[src/rtl/line_buffer_bridge_if.sv]
// Core-side and physical-memory-side bundles for line_buffer_bridge.
// The core view is a held request / one-cycle mem_resp; the pmem view is 4-beat line bursts.
interface line_buffer_bridge_core_if;
  logic        mem_read;
  logic        mem_write;
  logic [3:0]  mem_byte_enable;
  logic [31:0] mem_address;
  logic [31:0] mem_wdata;
  logic [31:0] mem_rdata;
  logic        mem_resp;

  modport master (
    output mem_read, mem_write, mem_byte_enable, mem_address, mem_wdata,
    input  mem_rdata, mem_resp
  );

  modport slave (
    input  mem_read, mem_write, mem_byte_enable, mem_address, mem_wdata,
    output mem_rdata, mem_resp
  );
endinterface

interface line_buffer_bridge_pmem_if;
  logic        pmem_read;
  logic        pmem_write;
  logic [31:0] pmem_address;
  logic [63:0] pmem_wdata;
  logic [63:0] pmem_rdata;
  logic        pmem_resp;

  modport master (
    output pmem_read, pmem_write, pmem_address, pmem_wdata,
    input  pmem_rdata, pmem_resp
  );

  modport slave (
    input  pmem_read, pmem_write, pmem_address, pmem_wdata,
    output pmem_rdata, pmem_resp
  );
endinterface

[src/rtl/line_buffer_bridge.sv]
// One-line (256-bit) write-back buffer between the RV32I core memory port and 64-bit burst memory.
// Hits answer in one cycle; misses write back a dirty line, then fill the new one in 4 beats.
module line_buffer_bridge (
  input  logic                             clk,
  input  logic                             rst,
  line_buffer_bridge_core_if.slave         core,
  line_buffer_bridge_pmem_if.master        pmem
);

  typedef enum logic [1:0] {IDLE, WB, FILL, RESP} state_t;

  state_t       r_state;
  logic         r_valid;
  logic         r_dirty;
  logic [26:0]  r_tag;
  logic [26:0]  r_miss_tag;
  logic [255:0] r_line;
  logic [1:0]   r_cnt;
  logic         r_mem_resp;
  logic [31:0]  r_mem_rdata;
  logic         r_pmem_read;
  logic         r_pmem_write;
  logic [31:0]  r_pmem_address;
  logic [63:0]  r_pmem_wdata;

  logic         w_req;
  logic         w_hit;
  logic         w_last_beat;
  logic [7:0]   w_word_base;
  logic [1:0]   w_cnt_next;
  logic [255:0] w_fill_line;
  logic [31:0]  w_hit_word;
  logic [31:0]  w_fill_word;

  assign w_req       = core.mem_read | core.mem_write;
  assign w_hit       = r_valid && (r_tag == core.mem_address[31:5]);
  assign w_word_base = {core.mem_address[4:2], 5'b00000};
  assign w_cnt_next  = r_cnt + 2'd1;
  assign w_last_beat = (r_cnt == 2'd3);
  assign w_hit_word  = r_line[w_word_base +: 32];

  // Line as it will look once the final fill beat lands, so the load word is ready with mem_resp.
  always_comb begin
    w_fill_line          = r_line;
    w_fill_line[255:192] = pmem.pmem_rdata;
  end

  assign w_fill_word = w_fill_line[w_word_base +: 32];

  always_ff @(posedge clk) begin
    if (rst) begin
      r_state        <= IDLE;
      r_valid        <= 1'b0;
      r_dirty        <= 1'b0;
      r_cnt          <= 2'd0;
      r_mem_resp     <= 1'b0;
      r_mem_rdata    <= '0;
      r_pmem_read    <= 1'b0;
      r_pmem_write   <= 1'b0;
      r_pmem_address <= '0;
      r_pmem_wdata   <= '0;
    end else begin
      case (r_state)
        IDLE: begin
          if (w_req) begin
            r_cnt      <= 2'd0;
            r_miss_tag <= core.mem_address[31:5];
            if (w_hit) begin
              r_state     <= RESP;
              r_mem_resp  <= 1'b1;
              r_mem_rdata <= w_hit_word;
            end else if (r_valid && r_dirty) begin
              r_state        <= WB;
              r_pmem_write   <= 1'b1;
              r_pmem_address <= {r_tag, 5'b00000};
              r_pmem_wdata   <= r_line[63:0];
            end else begin
              r_state        <= FILL;
              r_pmem_read    <= 1'b1;
              r_pmem_address <= {core.mem_address[31:5], 5'b00000};
            end
          end
        end

        WB: begin
          if (pmem.pmem_resp) begin
            r_cnt        <= w_cnt_next;
            r_pmem_wdata <= r_line[{w_cnt_next, 6'b000000} +: 64];
            if (w_last_beat) begin
              // Fill address comes from the tag latched at the miss, since the core may drop its request.
              r_state        <= FILL;
              r_dirty        <= 1'b0;
              r_pmem_write   <= 1'b0;
              r_pmem_read    <= 1'b1;
              r_pmem_address <= {r_miss_tag, 5'b00000};
            end
          end
        end

        FILL: begin
          if (pmem.pmem_resp) begin
            r_line[{r_cnt, 6'b000000} +: 64] <= pmem.pmem_rdata;
            r_cnt <= w_cnt_next;
            if (w_last_beat) begin
              r_pmem_read <= 1'b0;
              r_valid     <= 1'b1;
              r_dirty     <= 1'b0;
              r_tag       <= r_miss_tag;
              if (w_req && (core.mem_address[31:5] == r_miss_tag)) begin
                r_state     <= RESP;
                r_mem_resp  <= 1'b1;
                r_mem_rdata <= w_fill_word;
              end else begin
                r_state <= IDLE;
              end
            end
          end
        end

        RESP: begin
          r_mem_resp <= 1'b0;
          r_state    <= IDLE;
          if (core.mem_write) begin
            for (int i = 0; i < 4; i++) begin
              if (core.mem_byte_enable[i]) begin
                r_line[w_word_base + 8'(8 * i) +: 8] <= core.mem_wdata[8 * i +: 8];
              end
            end
            if (core.mem_byte_enable != 4'd0) begin
              r_dirty <= 1'b1;
            end
          end
        end

        default: r_state <= IDLE;
      endcase
    end
  end

  assign core.mem_resp     = r_mem_resp;
  assign core.mem_rdata    = r_mem_rdata;
  assign pmem.pmem_read    = r_pmem_read;
  assign pmem.pmem_write   = r_pmem_write;
  assign pmem.pmem_address = r_pmem_address;
  assign pmem.pmem_wdata   = r_pmem_wdata;

endmodule

[src/flat_wrapper.sv]
// flat-port wrapper written by rule: the top's interface ports become plain ports
module line_buffer_bridge_flat 
  (clk, rst, core_mem_read, core_mem_write, core_mem_byte_enable, core_mem_address, core_mem_wdata, core_mem_rdata, core_mem_resp, pmem_pmem_read, pmem_pmem_write, pmem_pmem_address, pmem_pmem_wdata, pmem_pmem_rdata, pmem_pmem_resp);
  line_buffer_bridge_core_if core_i ();
  line_buffer_bridge_pmem_if pmem_i ();
  input  logic clk;
  input  logic rst;
  input wire logic [$bits(core_i.mem_read)-1:0] core_mem_read;
  input wire logic [$bits(core_i.mem_write)-1:0] core_mem_write;
  input wire logic [$bits(core_i.mem_byte_enable)-1:0] core_mem_byte_enable;
  input wire logic [$bits(core_i.mem_address)-1:0] core_mem_address;
  input wire logic [$bits(core_i.mem_wdata)-1:0] core_mem_wdata;
  output wire logic [$bits(core_i.mem_rdata)-1:0] core_mem_rdata;
  output wire logic [$bits(core_i.mem_resp)-1:0] core_mem_resp;
  output wire logic [$bits(pmem_i.pmem_read)-1:0] pmem_pmem_read;
  output wire logic [$bits(pmem_i.pmem_write)-1:0] pmem_pmem_write;
  output wire logic [$bits(pmem_i.pmem_address)-1:0] pmem_pmem_address;
  output wire logic [$bits(pmem_i.pmem_wdata)-1:0] pmem_pmem_wdata;
  input wire logic [$bits(pmem_i.pmem_rdata)-1:0] pmem_pmem_rdata;
  input wire logic [$bits(pmem_i.pmem_resp)-1:0] pmem_pmem_resp;
  assign core_i.mem_read = core_mem_read;
  assign core_i.mem_write = core_mem_write;
  assign core_i.mem_byte_enable = core_mem_byte_enable;
  assign core_i.mem_address = core_mem_address;
  assign core_i.mem_wdata = core_mem_wdata;
  assign core_mem_rdata = core_i.mem_rdata;
  assign core_mem_resp = core_i.mem_resp;
  assign pmem_pmem_read = pmem_i.pmem_read;
  assign pmem_pmem_write = pmem_i.pmem_write;
  assign pmem_pmem_address = pmem_i.pmem_address;
  assign pmem_pmem_wdata = pmem_i.pmem_wdata;
  assign pmem_i.pmem_rdata = pmem_pmem_rdata;
  assign pmem_i.pmem_resp = pmem_pmem_resp;
  line_buffer_bridge u_core (.clk(clk), .rst(rst), .core(core_i), .pmem(pmem_i));
endmodule
[config.mk]
export PLATFORM = sky130hd
export DESIGN_NAME = line_buffer_bridge_flat
export DESIGN_NICKNAME = d
export VERILOG_FILES = /design/src/rtl/line_buffer_bridge_if.sv /design/src/rtl/line_buffer_bridge.sv /design/src/flat_wrapper.sv
export SDC_FILE = /design/constraint.sdc
export NUM_CORES = 1
export LEC_CHECK = 0
export ABC_AREA = 1
export CAP_MARGIN = 20
export CORE_UTILIZATION = 45
export DETAILED_ROUTE_END_ITERATION = 7
export PLACE_DENSITY = 0.63
export SLEW_MARGIN = 20
export SYNTH_ARGS = -nofsm -noshare
export SYNTH_HDL_FRONTEND = slang
export SYNTH_SLANG_ARGS = --single-unit
[constraint.sdc]
create_clock -name clk -period 4.5 [get_ports clk]
set_input_delay 1.125 -clock clk [delete_from_list [all_inputs] [get_ports clk]]
set_output_delay 1.125 -clock clk [all_outputs]
set_load 0.02 [all_outputs]
After elaboration in Yosys (flattened, before gate mapping)
Cells that the tools add are included.
{"block": "word_totals", "elab_cells": 154, "reg_bits": 447, "out_inout_bits": 131, "input_bits": 137}
{"block": "op_classes", "shifts": 13, "n_reduce_logical": 26, "eq_ne": 20, "mux": 71, "bitwise": 2, "addsub": 9}
{"cell": "256-bit two-way mux", "count": 15}
{"cell": "256-bit bitwise mux", "count": 5}
{"cell": "8-bit by 10-bit variable shift with 256-bit output, first input constant", "count": 4}
{"cell": "8-bit by 10-bit indexed part select with 256-bit output", "count": 4}
{"cell": "256-bit one-hot mux with 2 select lines", "count": 1}
{"cell": "256-bit by 9-bit indexed part select with 32-bit output", "count": 2}
{"cell": "32-bit two-way mux", "count": 10}
{"cell": "64-bit two-way mux", "count": 4}
{"cell": "64-bit by 10-bit variable shift with 256-bit output, first input constant", "count": 1}
{"cell": "256-bit by 9-bit indexed part select with 64-bit output", "count": 1}
{"cell": "64-bit by 10-bit indexed part select with 256-bit output", "count": 1}
{"cell": "32-bit one-hot mux with 2 select lines", "count": 2}
{"cell": "64-bit one-hot mux with 2 select lines", "count": 1}
{"cell": "27-bit equality test", "count": 2}
{"cell": "8-bit negator with 10-bit output", "count": 5}
{"cell": "2-bit two-way mux", "count": 10}
{"cell": "5-bit AND reduction", "count": 4}
{"cell": "2-bit by 1-bit != test with 1-bit output, second input constant", "count": 9}
{"cell": "6-bit AND reduction", "count": 3}
{"cell": "1-bit two-way mux", "count": 17}
{"cell": "8-bit by 5-bit adder with 8-bit output, second input constant", "count": 2}
{"cell": "2-bit != test, second input constant", "count": 5}
{"cell": "2-bit nonzero test", "count": 5}
{"cell": "3-bit AND reduction", "count": 3}
{"cell": "other kinds (17)", "count": 25}

Depth between registers and ports, before layout
{"block": "depth", "ltp_word": 21, "ltp_mapped": 17, "depth_no_buf": 14}

Worst setup path before layout
No wires, ideal clock.
{"block": "synth_path", "kind": "input to register", "start": "input core_mem_address[3]", "end": "register u_core.r_line[128], enable pin", "stages": 10, "n_path_buf": 3, "path_slack_ns": 0.648, "required_ns": 4.125, "setup_ns": 0.375, "arrival_ns": 3.477, "cell_sequence": "buf_2 -> buf_1 -> inv_1 -> clkbuf_1 -> ha_1 -> ha_1 -> clkinv_1 -> nor2_1 -> nand3_1 -> a21oi_1"}
{"element": "start, declared", "line_no": "flat_wrapper.sv:11", "rtl": "input wire logic [$bits(core_i.mem_address)-1:0] core_mem_address;"}
{"element": "end signal, assigned by index", "line_no": "line_buffer_bridge.sv:102", "rtl": "r_line[{r_cnt, 6'b000000} +: 64] <= pmem.pmem_rdata;"}
{"element": "end signal, assigned by index", "line_no": "line_buffer_bridge.sv:126", "rtl": "r_line[w_word_base + 8'(8 * i) +: 8] <= core.mem_wdata[8 * i +: 8];"}
{"element": "end, declared", "line_no": "line_buffer_bridge.sv:17", "rtl": "logic [255:0] r_line;"}

Worst setup path after layout
{"block": "layout_path", "start": "register u_core.r_state[0]", "end": "register u_core.r_mem_rdata[24], in the netlist u_core.core.mem_rdata[24]"}
{"block": "layout_between", "elab_chain_cells": 3, "elab_cells_between_ends": 10, "cone_classes": "6 x eq/ne; 1 x mux; 3 x reduce/logical"}
{"element": "start, declared", "line_no": "line_buffer_bridge.sv:12", "rtl": "state_t r_state;"}
{"element": "start signal, assigned", "line_no": "line_buffer_bridge.sv:52", "rtl": "r_state <= IDLE;"}
{"element": "start signal, assigned", "line_no": "line_buffer_bridge.sv:69", "rtl": "r_state <= RESP;"}
{"element": "start signal, assigned", "line_no": "line_buffer_bridge.sv:73", "rtl": "r_state <= WB;"}
{"element": "2-bit equality test / 2-bit zero test (equally long branches)", "line_no": "line_buffer_bridge.sv:63", "rtl": "case (r_state)"}
{"element": "2-bit by 1-bit != test with 1-bit output (no line), or another cell as far along"}
{"element": "6-bit AND reduction (no line)"}
{"element": "end signal, assigned", "line_no": "line_buffer_bridge.sv:71", "rtl": "r_mem_rdata <= w_hit_word;"}
{"element": "end signal, assigned", "line_no": "line_buffer_bridge.sv:112", "rtl": "r_mem_rdata <= w_fill_word;"}
{"element": "end, declared", "line_no": "line_buffer_bridge.sv:20", "rtl": "logic [31:0] r_mem_rdata;"}
Parallel ways exist; a longest one is shown, timed or not.
A chain may end at the register's enable or synchronous reset.

==> results.yml <==
logic_synthesis:
  async_flop_share: 0
  synth-seq-cells: 442
  synth_compound_area_frac: 0.200
  synth_area_um2: 25200
  synthSimpleGateAreaFrac: 0.212
  yosysWarnings: 0
  netlist_instances: 3274
  synthAdderAreaFrac: 0.00795
  synth_top_family_by_area: "simple AND/OR/NAND/NOR gates"
  synth_xor_area_frac: 0.00591
  ys_types: 43
  synth_edf_count: 310
  synthMuxAreaShare: 0
  synthFlopType: "edfxtp_1"
  synth_area_per_cell_um2: 7.69
  yosysSeqAreaShare: 0.475
routing:
  wire_per_inst_um: 23.7
  vias: 25400
  final_antenna_net_count: 0
  drc_errors: 0
  vias_per_cell: 5.97
  drt_iter0_drc: 4093
  totalWireLength_um: 101000
  first_pass_iters: 8
cells_and_area:
  seq_area_um2: 12000
  synthToLayoutAreaGrowth_pct: 20.6
  multi_input_area_um2: 10800
  final_layout_size_suffix_gt1_frac: 0.0611
  fin_nets: 3614
  nFillCells: 5171
  finish.utilization: 0.550
  final_cell_area_um2: 30400
worst_setup_path:
  critPathTopFamily: "buffers and inverters"
  ff2ff_setup_slack_ns: 0.74
  crit_type: "reg2reg"
  crit_path_end_kind: "flip-flop"
  max_stage_delay_ns: 0.72
  required_ns: 4.99
  cp-start-kind: "flip-flop"
  critPathArrivalTime_ns: 4.25
  crit_path_max_fanout: 64
  critPathBufInv: 5
  crit_chain: "inv_1 > ha_1 > inv_2 > buf_4 > buf_4 > o21bai_1 > o21ai_0 > inv_1 > a21oi_1 > nand4_1 > nand2_1 > nor2_1"
  cp_slowest_cell: "buf_4"
sta:
  final.setup_skew_ns: 0.0291
  max_freq_ghz: 0.266
  setup_viol: 0
  post-route-period-util: 0.836
  rsz0062_at_grt: "no"
  slew-limit-headroom: 0.259
  hold_ws_ns: 0.455
  slew_violations: 0
  hold_viol_final: 0
  setup_tns_ns: 0
  worstMarginPinSlew_ns: 1.10
  period_needed_ns: 3.76
global_routing:
  track_usage: 0.345
  met3_usage: 0.113
  gr-total-overflow: 0
  grt_start_max_net_pins: 73
  grt_pass1_wl_um: 147000
  groute.layer.met2.usage: 0.493
  top_usage_layer: "met2"
  grt_pass1_vias: 23400
  grtUsageMet1: 0.482
  antenna_found_initial: 3
floorplan:
  core.rowCount: 86
  initial_utilization: 0.456
  die_y_um: 239
  die_w_um: 239
  fp.coreArea_um2: 55200
  io_pins: 268
  die-area_um2: 56900
power_and_ir_drop:
  pwr-share-seq: 0.289
  vdd_ir_drop_max_mv: 0.589
  p_leak_nw: 12.0
  combPwrFrac: 0.486
  p_sw_frac: 0.452
  clkPwrFrac: 0.224
  powerDensity_nw_per_um2: 651
  switchingPower_w: 0.00893
  p_int_w: 0.0108
placed_design:
  place_area_um2: 28600
  place.gp.congestion: 0.985
  port_buffers: 260
  dp_hpwl_um: 66300
clocking:
  clkLatencyLatePin_ns: 0.62
  cts_setup_buffers: 0
  clock_sinks: 442
  cts_max_path_buffers: 3
  htree_levels: 2
  cts_buffers: 50
  cts_tree: "yes"
  cts.reportedPaths.clkPinSlew_ns: 0.06
  root_buffer: "clkbuf_16"
  cts_hold_buf: 0
  ctsResizeCount: 0
min_path:
  hold_path.class: "reg2reg"
status:
  status: "complete, no violations"
run:
  cap_violations: 0
-- cell usage in the layout (no fill, tap or decap), types with 5 or more instances in the layout --
master,count
buf_4,98
clkdlybuf4s50_1,258
nor3_1,10
nor2_1,451
a21oi_1,235
o21ai_0,206
nand3_1,124
o22ai_1,192
o21ai_1,11
a22oi_1,22
nand4_1,69
o32ai_1,51
clkinv_1,6
conb_1,5
a31oi_1,9
clkbuf_1,11
xor2_1,5
edfxtp_1,310
xnor2_1,12
o221ai_1,22
clkinv_2,10
nand2_1,647
o21bai_1,21
inv_2,12
o211ai_1,31
inv_1,393
clkbuf_16,54
dfxtp_1,131
ha_1,15
a211oi_1,34
bufinv_16,6
clkbuf_8,10
-- routing by layer --
metal | up-vias | wire (um)
met2 | 1811 | 41800
met4 | 4 | 4080
met5 | - | 18
met1 | 11700 | 40100
met3 | 300 | 14700
li1 | 11600 | -
-- kinds of logic after synthesis --
family	count (synthesis)
simple gates	1320
fa+ha+maj	16
other cells	1
compound gates	840
flops	442
buf+inv	638
xor+xnor	17
-- flip-flops by register name, summed over array words and instances (netlist names), 2 cells and up --
name and flops:
u_core.core.mem_rdata 32, u_core.r_miss_tag 27, u_core.r_cnt 2, u_core.r_line 256, u_core.r_tag 27, u_core.pmem.pmem_wdata 64
u_core.pmem.pmem_address 27, u_core.r_state 2
-- stage by stage --
stage | std cells | setup WS [ns] | total power, W
after floorplan | 3278 | 0.648 | 0.0114
after global placement | 4157 | 0.694 | 0.0150
after detailed placement | 4157 | 0.635 | 0.0151
after CTS | 4251 | 0.985 | 0.0195
after global routing | 4251 | 0.602 | 0.0207
final | 4252 | 0.739 | 0.0198
-- synth_stat cells (11+ instances only) --
cell	number	area share
ha_1	16	0.0080
a21oi_1	237	0.047
nor2_1	454	0.068
buf_2	40	0.0080
o211ai_1	31	0.0092
nand2_1	648	0.097
buf_1	30	0.0045
xnor2_1	12	0.0042
o221ai_1	22	0.0077
a22oi_1	22	0.0066
nand4_1	69	0.017
dfxtp_1	132	0.10
nand3_1	124	0.025
inv_2	12	0.0018
a211oi_1	34	0.010
o21ai_0	206	0.041
edfxtp_1	310	0.37
inv_1	397	0.059
o21bai_1	21	0.0063
o22ai_1	192	0.048
o21ai_1	11	0.0022
o32ai_1	51	0.018
clkbuf_1	145	0.022
-- power by group through the flow --
| stage | logic, W | clock network [W] | registers, W |
|---|---|---|---|
| finish | 0.00962 | 0.00443 | 0.00572 |
| global route | 0.0103 | 0.00462 | 0.00580 |
| CTS | 0.00934 | 0.00447 | 0.00572 |
| detailed placement | 0.00928 | 0 | 0.00580 |
| global placement | 0.00920 | 0 | 0.00578 |
| floorplan | 0.00511 | 0 | 0.00629 |
-- path summary, 6_finish.rpt --
check                                                 to  depth (start not counted)                       startpoint
setup / recovery  u_core.core.mem_rdata[24]$_SDFFE_PP0P_                         12   u_core.r_state[0]$_SDFFE_PP0P_
hold / removal                u_core.r_tag[21]$_DFFE_PP_                          0  u_core.r_miss_tag[21]$_DFFE_PP_
setup reg to reg  u_core.core.mem_rdata[24]$_SDFFE_PP0P_                         12   u_core.r_state[0]$_SDFFE_PP0P_
hold reg to reg               u_core.r_tag[21]$_DFFE_PP_                          0  u_core.r_miss_tag[21]$_DFFE_PP_
-- final cells by class --
class,instances,area share
inverter,411,0.0509
clock inverter,19,0.00820
clock buffer,75,0.0504
sequential,442,0.394
tap,748,0.0308
timing repair buffer,358,0.111
multi-input combinational,2198,0.355
antenna,1,0.0000824
(Power assumes the default switching activity.)
